===== src/rtl/ysyx_25040109_pkg.sv =====
// Shared constants and FSM state type for the load/store unit.
package ysyx_25040109_pkg;

  localparam logic [1:0] SIZE_B = 2'd0;
  localparam logic [1:0] SIZE_H = 2'd1;
  localparam logic [1:0] SIZE_W = 2'd2;

  typedef enum logic [2:0] {
    IDLE = 3'd0,
    RD_A = 3'd1,
    RD_D = 3'd2,
    WR   = 3'd3,
    RESP = 3'd4
  } lsu_state_t;

endpackage


===== src/rtl/ysyx_25040109_lsu_align.sv =====
// Combinational helpers for the LSU: request legality, store byte mask,
// and load byte/half/word extraction with sign or zero extension.
module ysyx_25040109_lsu_align
  import ysyx_25040109_pkg::*;
(
  input  logic [1:0]  chk_addr,
  input  logic [1:0]  chk_size,
  input  logic        chk_ren,
  input  logic        chk_wen,
  output logic        chk_illegal,
  input  logic [1:0]  addr_lo,
  input  logic [1:0]  size,
  input  logic        is_unsigned,
  input  logic [31:0] rword,
  output logic [3:0]  wmask,
  output logic [31:0] load_data
);

  function automatic logic [31:0] extend_byte(input logic [7:0] b, input logic uns);
    logic signed [31:0] ext;
    ext = {{24{b[7]}}, b};
    return uns ? {24'd0, b} : ext;
  endfunction

  function automatic logic [31:0] extend_half(input logic [15:0] h, input logic uns);
    logic signed [31:0] ext;
    ext = {{16{h[15]}}, h};
    return uns ? {16'd0, h} : ext;
  endfunction

  logic [31:0] shifted;
  logic [3:0]  base_mask;

  always_comb begin
    chk_illegal = (chk_ren == chk_wen)
               || (chk_size == 2'd3)
               || ((chk_size == SIZE_H) && chk_addr[0])
               || ((chk_size == SIZE_W) && (chk_addr != 2'd0));
  end

  always_comb begin
    case (size)
      SIZE_B:  base_mask = 4'b0001;
      SIZE_H:  base_mask = 4'b0011;
      default: base_mask = 4'b1111;
    endcase
    wmask = base_mask << addr_lo;
  end

  // Memory returns the whole aligned word; shift the addressed lane down first.
  always_comb begin
    shifted = rword >> {addr_lo, 3'b000};
    case (size)
      SIZE_B:  load_data = extend_byte(shifted[7:0], is_unsigned);
      SIZE_H:  load_data = extend_half(shifted[15:0], is_unsigned);
      default: load_data = shifted;
    endcase
  end

endmodule


===== src/rtl/ysyx_25040109_lsu.sv =====
// Load/store unit: one request at a time from EXU, AXI-lite-style read or
// address+data write to dmem, aligned/extended response with tag to WBU.
module ysyx_25040109_lsu
  import ysyx_25040109_pkg::*;
#(
  parameter int TAG_W = 5
) (
  input  logic             clk,
  input  logic             rst,
  input  logic             req_valid,
  output logic             req_ready,
  input  logic [31:0]      req_addr,
  input  logic [31:0]      req_wdata,
  input  logic             req_ren,
  input  logic             req_wen,
  input  logic [1:0]       req_size,
  input  logic             req_unsigned,
  input  logic [TAG_W-1:0] req_tag,
  output logic             resp_valid,
  input  logic             resp_ready,
  output logic [31:0]      resp_rdata,
  output logic             resp_err,
  output logic [TAG_W-1:0] resp_tag,
  output logic [31:0]      dmem_araddr,
  output logic             dmem_arvalid,
  input  logic             dmem_arready,
  input  logic [31:0]      dmem_rdata,
  input  logic             dmem_rvalid,
  output logic             dmem_rready,
  output logic [31:0]      dmem_awaddr,
  output logic             dmem_awvalid,
  input  logic             dmem_awready,
  output logic [31:0]      dmem_wdata,
  output logic [3:0]       dmem_wmask,
  output logic             dmem_wen,
  output logic             dmem_wvalid,
  input  logic             dmem_wready
);

  lsu_state_t       state, state_nxt;
  logic [31:0]      addr_q, wdata_q, rdata_q;
  logic [1:0]       size_q;
  logic             unsigned_q, err_q;
  logic [TAG_W-1:0] tag_q;
  logic             aw_done, w_done;
  logic             req_fire, illegal, aw_fire, w_fire;
  logic [31:0]      load_data;
  logic [3:0]       wmask;

  ysyx_25040109_lsu_align u_align (
    .chk_addr    (req_addr[1:0]),
    .chk_size    (req_size),
    .chk_ren     (req_ren),
    .chk_wen     (req_wen),
    .chk_illegal (illegal),
    .addr_lo     (addr_q[1:0]),
    .size        (size_q),
    .is_unsigned (unsigned_q),
    .rword       (dmem_rdata),
    .wmask       (wmask),
    .load_data   (load_data)
  );

  assign req_fire = req_valid && (state == IDLE);
  assign aw_fire  = dmem_awvalid && dmem_awready;
  assign w_fire   = dmem_wvalid && dmem_wready;

  always_ff @(posedge clk) begin
    if (rst) state <= IDLE;
    else     state <= state_nxt;
  end

  always_comb begin
    state_nxt = state;
    case (state)
      IDLE: if (req_fire) begin
        if (illegal)      state_nxt = RESP;
        else if (req_ren) state_nxt = RD_A;
        else              state_nxt = WR;
      end
      RD_A: if (dmem_arready) state_nxt = RD_D;
      RD_D: if (dmem_rvalid)  state_nxt = RESP;
      WR:   if ((aw_done || aw_fire) && (w_done || w_fire)) state_nxt = RESP;
      RESP: if (resp_ready)   state_nxt = IDLE;
      default: state_nxt = IDLE;
    endcase
  end

  always_comb begin
    req_ready    = (state == IDLE);
    dmem_arvalid = (state == RD_A);
    dmem_rready  = (state == RD_D);
    dmem_awvalid = (state == WR) && !aw_done;
    dmem_wvalid  = (state == WR) && !w_done;
    dmem_wen     = (state == WR);
    resp_valid   = (state == RESP);
    dmem_araddr  = addr_q;
    dmem_awaddr  = addr_q;
    dmem_wdata   = wdata_q;
    dmem_wmask   = wmask;
    resp_rdata   = rdata_q;
    resp_err     = err_q;
    resp_tag     = tag_q;
  end

  // Request latch and per-channel write completion; each write channel retires independently.
  always_ff @(posedge clk) begin
    if (rst) begin
      addr_q     <= '0;
      wdata_q    <= '0;
      rdata_q    <= '0;
      size_q     <= '0;
      unsigned_q <= 1'b0;
      err_q      <= 1'b0;
      tag_q      <= '0;
      aw_done    <= 1'b0;
      w_done     <= 1'b0;
    end else begin
      case (state)
        IDLE: if (req_fire) begin
          addr_q     <= req_addr;
          wdata_q    <= req_wdata;
          size_q     <= req_size;
          unsigned_q <= req_unsigned;
          tag_q      <= req_tag;
          err_q      <= illegal;
          rdata_q    <= '0;
          aw_done    <= 1'b0;
          w_done     <= 1'b0;
        end
        RD_D: if (dmem_rvalid) rdata_q <= load_data;
        WR: begin
          if (aw_fire) aw_done <= 1'b1;
          if (w_fire)  w_done  <= 1'b1;
        end
        default: ;
      endcase
    end
  end

endmodule


===== config.mk =====
export PLATFORM = sky130hd
export DESIGN_NAME = ysyx_25040109_lsu
export DESIGN_NICKNAME = d
export VERILOG_FILES = /design/src/rtl/ysyx_25040109_pkg.sv /design/src/rtl/ysyx_25040109_lsu_align.sv /design/src/rtl/ysyx_25040109_lsu.sv
export SDC_FILE = /design/constraint.sdc
export NUM_CORES = 1
export LEC_CHECK = 0
export ABC_AREA = 1
export CAP_MARGIN = 20
export CORE_UTILIZATION = 43
export DETAILED_ROUTE_END_ITERATION = 10
export PLACE_DENSITY = 0.86
export REMOVE_ABC_BUFFERS = 1
export SYNTH_ARGS = -nofsm -noshare
export SYNTH_HDL_FRONTEND = slang
export SYNTH_SLANG_ARGS = --single-unit

===== constraint.sdc =====
create_clock -name clk -period 3.85 [get_ports clk]
set_input_delay 1.155 -clock clk [delete_from_list [all_inputs] [get_ports clk]]
set_output_delay 1.155 -clock clk [all_outputs]
set_load 0.03 [all_outputs]

==> results.md, run 1 <==
* Layout cell share with drive strength beyond 1 at 4.52%
* Vias in the first global route at 4733
* PD cells at 649 nW/µm²
* Num CTS Buffers at 9
* DIE AREA at 12200 µm²
* Placed wire-length estimate at 11300 µm
* Pre-CTS WS at 0.996 ns
* Final Hold Violating Endpoints at 0
* Sum Neg Setup Slack at 0 ns
* Via count at 5370
* Fillers at 986
* Hold_buf cts at 0
* GRT Resource Usage Total at 25.1%
* Worst Setup Start Kind: flip-flop
* Cell family with most CP delay: buffers and inverters
* GP Congestion at 0.845
* Pleak at 2.98 nW
* Total Power at 0.00498 W
* TritonCTS Sinks at 110
* WP buf/inv at 2
* Post-layout util at 67.2%
* Nets at 1038
* # DRC at 0
* Clock transition at path regs at 0.07 ns
* Final Cycle Share at 83.4%
* Final Worst Setup Slack at 0.638 ns
* Slew headroom at 53.5%
* Slew Limit Fails at 0
* Psw at 0.00223 W
* Arr. time, crit path at 2.06 ns
* Die span in y at 110 µm
* Grt ovf at 0
* Yosys warnings at 0
* #FFs+latches synth at 110
* Status: finished, final reports clean
* Max FO, Critical Path at 7
* Switching share of total power at 44.7%
* Crit-path cells: nand2_1, nor2_2, inv_1, nor2_1, clkdlybuf4s50_1
* Largest net degree at the start of global routing at 68
* Max-cap viol count at 0
* Mean number of vias per cell at 5.01
* Comb pwr share at 51.5%
* Clock buffer depth at 2
* DRT Wirelength at 15800 µm
* Most frequent cells in the layout: nand2_1, clkdlybuf4s50_1, a21oi_1
* CTS tree: yes
* Resized cells post-CTS at 0
* Setup violators final at 0
* Die Width at 110 µm
* Drt pass-1 iters at 6
* Crit-path max cell delay at 0.69 ns
* Top area cells in the synthesized netlist: dfxtp_1, nand2_1, a21oi_1
* Int Power at 0.00275 W
* Final Critical Period at 3.21 ns
* Cell Area, Synth at 5050 µm²
* Worst Tran Pin Value at 0.698 ns
* F_max at 311 MHz
* Critical path endpoint category: output pin
* Netlist cell types at 30
* Initial antenna violation count at 0
* First-pass GRT wire length at 23400 µm
* Syn Inst Count at 725
* Core footprint at 11400 µm²
* RSZ-0062 raised after global routing: no
* Mapped Avg Cell Area at 6.97 µm²
* Synth top area share at 43.6%
* Initial Util at 44.2%
* First DRT Iteration DRCs at 405
* Hold WC Path Type: reg -> reg
* Commonest non-fill, non-tap cell in the layout: nand2_1
* Setup bufs post-CTS at 0
* Clk network pwr share at 17.9%
* Synth area leader: dfxtp_1
* Setup CP Type: reg -> out
* CTS root buf: clkbuf_16
* Worst-Skew Late Latency at 0.34 ns
* DR WL/cell at 14.8 µm
* CTS HTree Levels at 3
* Slowest stage cell on the critical path: clkdlybuf4s50_1
* Area growth syn-to-layout at 52.0%
* Sequential share of the synthesized area at 43.6%
* Setup Skew at 0.00732 ns
* Post-route ant nets at 0
* VDD IR max at 0.535 mV
* WP data required at 2.69 ns
* Row count at 39
* Seq pwr share at 30.5%
* # IOs at 259
* # port buffers at 258
* # diodes at 0
==> cells in the mapped netlist, drive strengths merged <==
library cell	n
nand2	305
a21oi	122
dfxtp	110
buf	60
nand3	40
inv	25
clkbuf	19
nor2	17
o211ai	7
o21ai	7
nor3	3
a211oi	2
clkinv	2
nand3b	2
a22oi	1
a31oi	1
nand4	1
xor2	1
==> kinds of logic after synthesis <==
group                  synth area share (%)
AND/OR/NAND/NOR                        30.0
AO/OA/AOI/OAI                          14.5
flip-flops                             43.6
buffers and inverters                  11.8
XOR/XNOR                              0.173
==> routing by layer <==
| layer | wire length [µm] | global-route usage (%) | up-vias |
|---|---|---|---|
| li1 | - | - | 2683 |
| met1 | 6520 | 31.0 | 2450 |
| met2 | 7720 | 42.3 | 220 |
| met5 | 0 | 0 | - |
| met3 | 1340 | 6.11 | 17 |
| met4 | 264 | 8.83 | 0 |
==> area by class of cell <==
type / instances / area, µm² / area share, %
Multi-Input combinational cell: 509 / 2250 / 29.4
Clock inverter: 5 / 42.5 / 0.554
Inverter: 27 / 109 / 1.42
Timing Repair Buffer: 267 / 2650 / 34.5
Sequential cell: 110 / 2200 / 28.7
Tap cell: 143 / 179 / 2.33
Clock buffer: 11 / 243 / 3.16
==> state kept, by name, summed over array words and instances, names as in the netlist <==
name         count
aw_done          1
dmem_araddr     32
dmem_wdata      32
resp_err         1
resp_rdata      32
resp_tag         5
size_q           2
state            3
unsigned_q       1
w_done           1
==> final timing paths <==
path	start	end	slack (ns)	cells past startpoint
setup / recovery	state[0]	dmem_awvalid	0.64	5
hold / removal	dmem_wdata[11]	dmem_wdata[11]	0.46	2
setup reg to reg	dmem_araddr[0]	resp_rdata[17]	1.79	9
hold reg to reg	dmem_wdata[11]	dmem_wdata[11]	0.46	2
==> stage by stage <==
step           instances  area [µm²]  hold slack (ns)
2_1_floorplan        646        4560            0.449
3_3_place_gp        1056        7390            0.450
3_5_place_dp        1056        7390            0.454
4_1_cts             1072        7680            0.466
5_1_grt             1072        7680            0.481
6_report            1072        7680            0.465
==> power by group through the flow <==
| stage | clock [W] | combinational [W] | sequential [W] |
|---|---|---|---|
| after global placement | 0 | 0.00254 | 0.00154 |
| after floorplan | 0 | 0.00102 | 0.00203 |
| after CTS | 0.000911 | 0.00257 | 0.00152 |
| after global routing | 0.000958 | 0.00278 | 0.00155 |
| after detailed placement | 0 | 0.00256 | 0.00154 |
| final | 0.000894 | 0.00257 | 0.00152 |
==> worst min-delay path: stages, from the launching register on <==
cell,delay [ns]
dfxtp_1,0.31
nand2_1,0.06
a21oi_1,0.05
(Power assumes the default switching activity.)
==> run 2: changes to the inputs <==
--- a/config.mk
+++ b/config.mk
@@ -7,9 +7,9 @@
 export LEC_CHECK = 0
 export ABC_AREA = 1
 export CAP_MARGIN = 20
-export CORE_UTILIZATION = 43
+export CORE_UTILIZATION = 40
 export DETAILED_ROUTE_END_ITERATION = 10
-export PLACE_DENSITY = 0.86
+export PLACE_DENSITY = 0.81
 export REMOVE_ABC_BUFFERS = 1
 export SYNTH_ARGS = -nofsm -noshare
 export SYNTH_HDL_FRONTEND = slang
==> constraint.sdc (replaced) <==
create_clock -name clk -period 3.1 [get_ports clk]
set_input_delay 0.93 -clock clk [delete_from_list [all_inputs] [get_ports clk]]
set_output_delay 0.93 -clock clk [all_outputs]
set_load 0.03 [all_outputs]
==> results.md, run 2 (synthesis gave the netlist of run 1 again) <==
* WP buf/inv at 2 (unchanged)
* Clock transition at path regs at 0.08 ns (about the same)
* DR WL/cell at 14.5 µm (-1.8%)
* Commonest non-fill, non-tap cell in the layout: nand2_1
* Die span in y at 114 µm (+3.6%)
* DIE AREA at 13100 µm² (+7.4%)
* Layout cell share with drive strength beyond 1 at 4.95% (+0.43 points)
* RSZ-0062 raised after global routing: no
* CTS root buf: clkbuf_16
* PD cells at 809 nW/µm² (+25%)
* Final Critical Period at 2.94 ns
* Worst Tran Pin Value at 0.559 ns (-0.139 ns)
* WP data required at 2.17 ns (-0.52 ns)
* Mean number of vias per cell at 4.91 (-2.0%)
* Most frequent cells in the layout: nand2_1, clkdlybuf4s50_1, a21oi_1
* First-pass GRT wire length at 24500 µm (+4.6%)
* GP Congestion at 0.819 (-3.1%)
* Arr. time, crit path at 2.01 ns (-0.05 ns)
* Worst-Skew Late Latency at 0.34 ns (about the same)
* Status: finished, final reports clean
* Setup CP Type: reg -> out
* Post-route ant nets at 0 (unchanged)
* DRT Wirelength at 16000 µm (+0.77%)
* Final Hold Violating Endpoints at 0 (unchanged)
* Pleak at 3.01 nW (+0.81%)
* Area growth syn-to-layout at 53.6%
* First DRT Iteration DRCs at 397 (-2.0%)
* Worst Setup Start Kind: flip-flop
* Hold_buf cts at 0 (unchanged)
* Vias in the first global route at 4972 (+5.0%)
* Initial Util at 41.5% (-2.7 points)
* Cell family with most CP delay: buffers and inverters
* Fillers at 1024 (+3.9%)
* Initial antenna violation count at 0 (unchanged)
* Drt pass-1 iters at 5 (-1)
* Clock buffer depth at 2 (unchanged)
* Setup violators final at 0 (unchanged)
* WHS at 0.464 ns (-0.000748 ns)
* TritonCTS Sinks at 110 (unchanged)
* Setup bufs post-CTS at 0 (unchanged)
* Critical path endpoint category: output pin
* # IOs at 259 (unchanged)
* Largest net degree at the start of global routing at 68 (unchanged)
* Hold WC Path Type: reg -> reg
* Slew headroom at 62.7% (+9.2 points)
* Slew Limit Fails at 0 (unchanged)
* Max FO, Critical Path at 7 (unchanged)
* Crit-path max cell delay at 0.67 ns (-0.02 ns)
* # DRC at 0 (unchanged)
* CTS HTree Levels at 3 (unchanged)
* Final Cycle Share at 94.9%
* Slowest stage cell on the critical path: clkdlybuf4s50_1
* Core footprint at 12200 µm² (+6.5%)
* Sum Neg Setup Slack at 0 ns (unchanged)
* # port buffers at 258 (unchanged)
* GRT Resource Usage Total at 23.6% (-1.5 points)
* Via count at 5398 (+0.52%)
* Placed wire-length estimate at 11600 µm (+2.8%)
* Grt ovf at 0 (unchanged)
* Nets at 1039 (+0.096%)
* Crit-path cells: nand2_1, nor2_2, inv_1, nor2_1, clkdlybuf4s50_1
* Max-cap viol count at 0 (unchanged)
* Setup Skew at 0.00962 ns (+0.00230 ns)
* VDD IR max at 0.574 mV (+7.2%)
* CTS tree: yes
* Resized cells post-CTS at 0 (unchanged)
* Row count at 40 (+2.6%)
* F_max at 340 MHz
* Die Width at 114 µm (+3.6%)
* Num CTS Buffers at 9 (unchanged)
run 2: path summary, 6_finish.rpt:
kind | to | cells past startpoint | slack, ns | startpoint
setup / recovery | dmem_wvalid | 5 | 0.16 | state[0]
hold / removal | dmem_wdata[30] | 2 | 0.46 | dmem_wdata[30]
setup reg to reg | resp_rdata[21] | 8 | 1.30 | state[2]
hold reg to reg | dmem_wdata[30] | 2 | 0.46 | dmem_wdata[30]
run 2: power breakdown:
group / total (W) / internal [W] / switching [W]
logic: 0.00328 / 0.00121 / 0.00207
clock network: 0.00113 / 0.000566 / 0.000562
registers: 0.00186 / 0.00167 / 0.000192
total: 0.00627 / 0.00345 / 0.00282
run 2: area by class of cell:
cell class / count / area [µm²] / area share, %
diodes: 2 / 5.00 / 0.0645
multi-input cells: 509 / 2250 / 29.0
repair buffers: 268 / 2690 / 34.6
clock inverters: 7 / 65.1 / 0.839
inverters: 27 / 109 / 1.40
clock buffers: 9 / 225 / 2.90
well taps: 168 / 210 / 2.71
flip-flops and latches: 110 / 2200 / 28.4
run 2: metrics by stage:
stage	instance area, µm²	worst slack, ns	std cells	utilization (%)	power (W)
2_1_floorplan	4560	-0.306	646	-	0.00379
3_3_place_gp	7460	0.561	1082	61.4	0.00515
3_5_place_dp	7460	0.524	1082	61.4	0.00517
4_1_cts	7750	0.143	1098	63.7	0.00631
5_1_grt	7750	0.00724	1098	63.7	0.00664
6_report	7760	0.158	1100	63.8	0.00627
run 2: per-layer routing:
| layer | wire [µm] | global-route usage [%] |
|---|---|---|
| met1 | 6390 | 27.8 |
| met2 | 7850 | 41.2 |
| met3 | 1450 | 6.67 |
| met4 | 265 | 8.05 |
| met5 | 0 | 0 |
run 2: worst min-delay path: cells and delay by family, from the launching register on:
kind            cells  cell delay, ns
compound gates      1            0.05
flops               1            0.31
simple gates        1            0.06
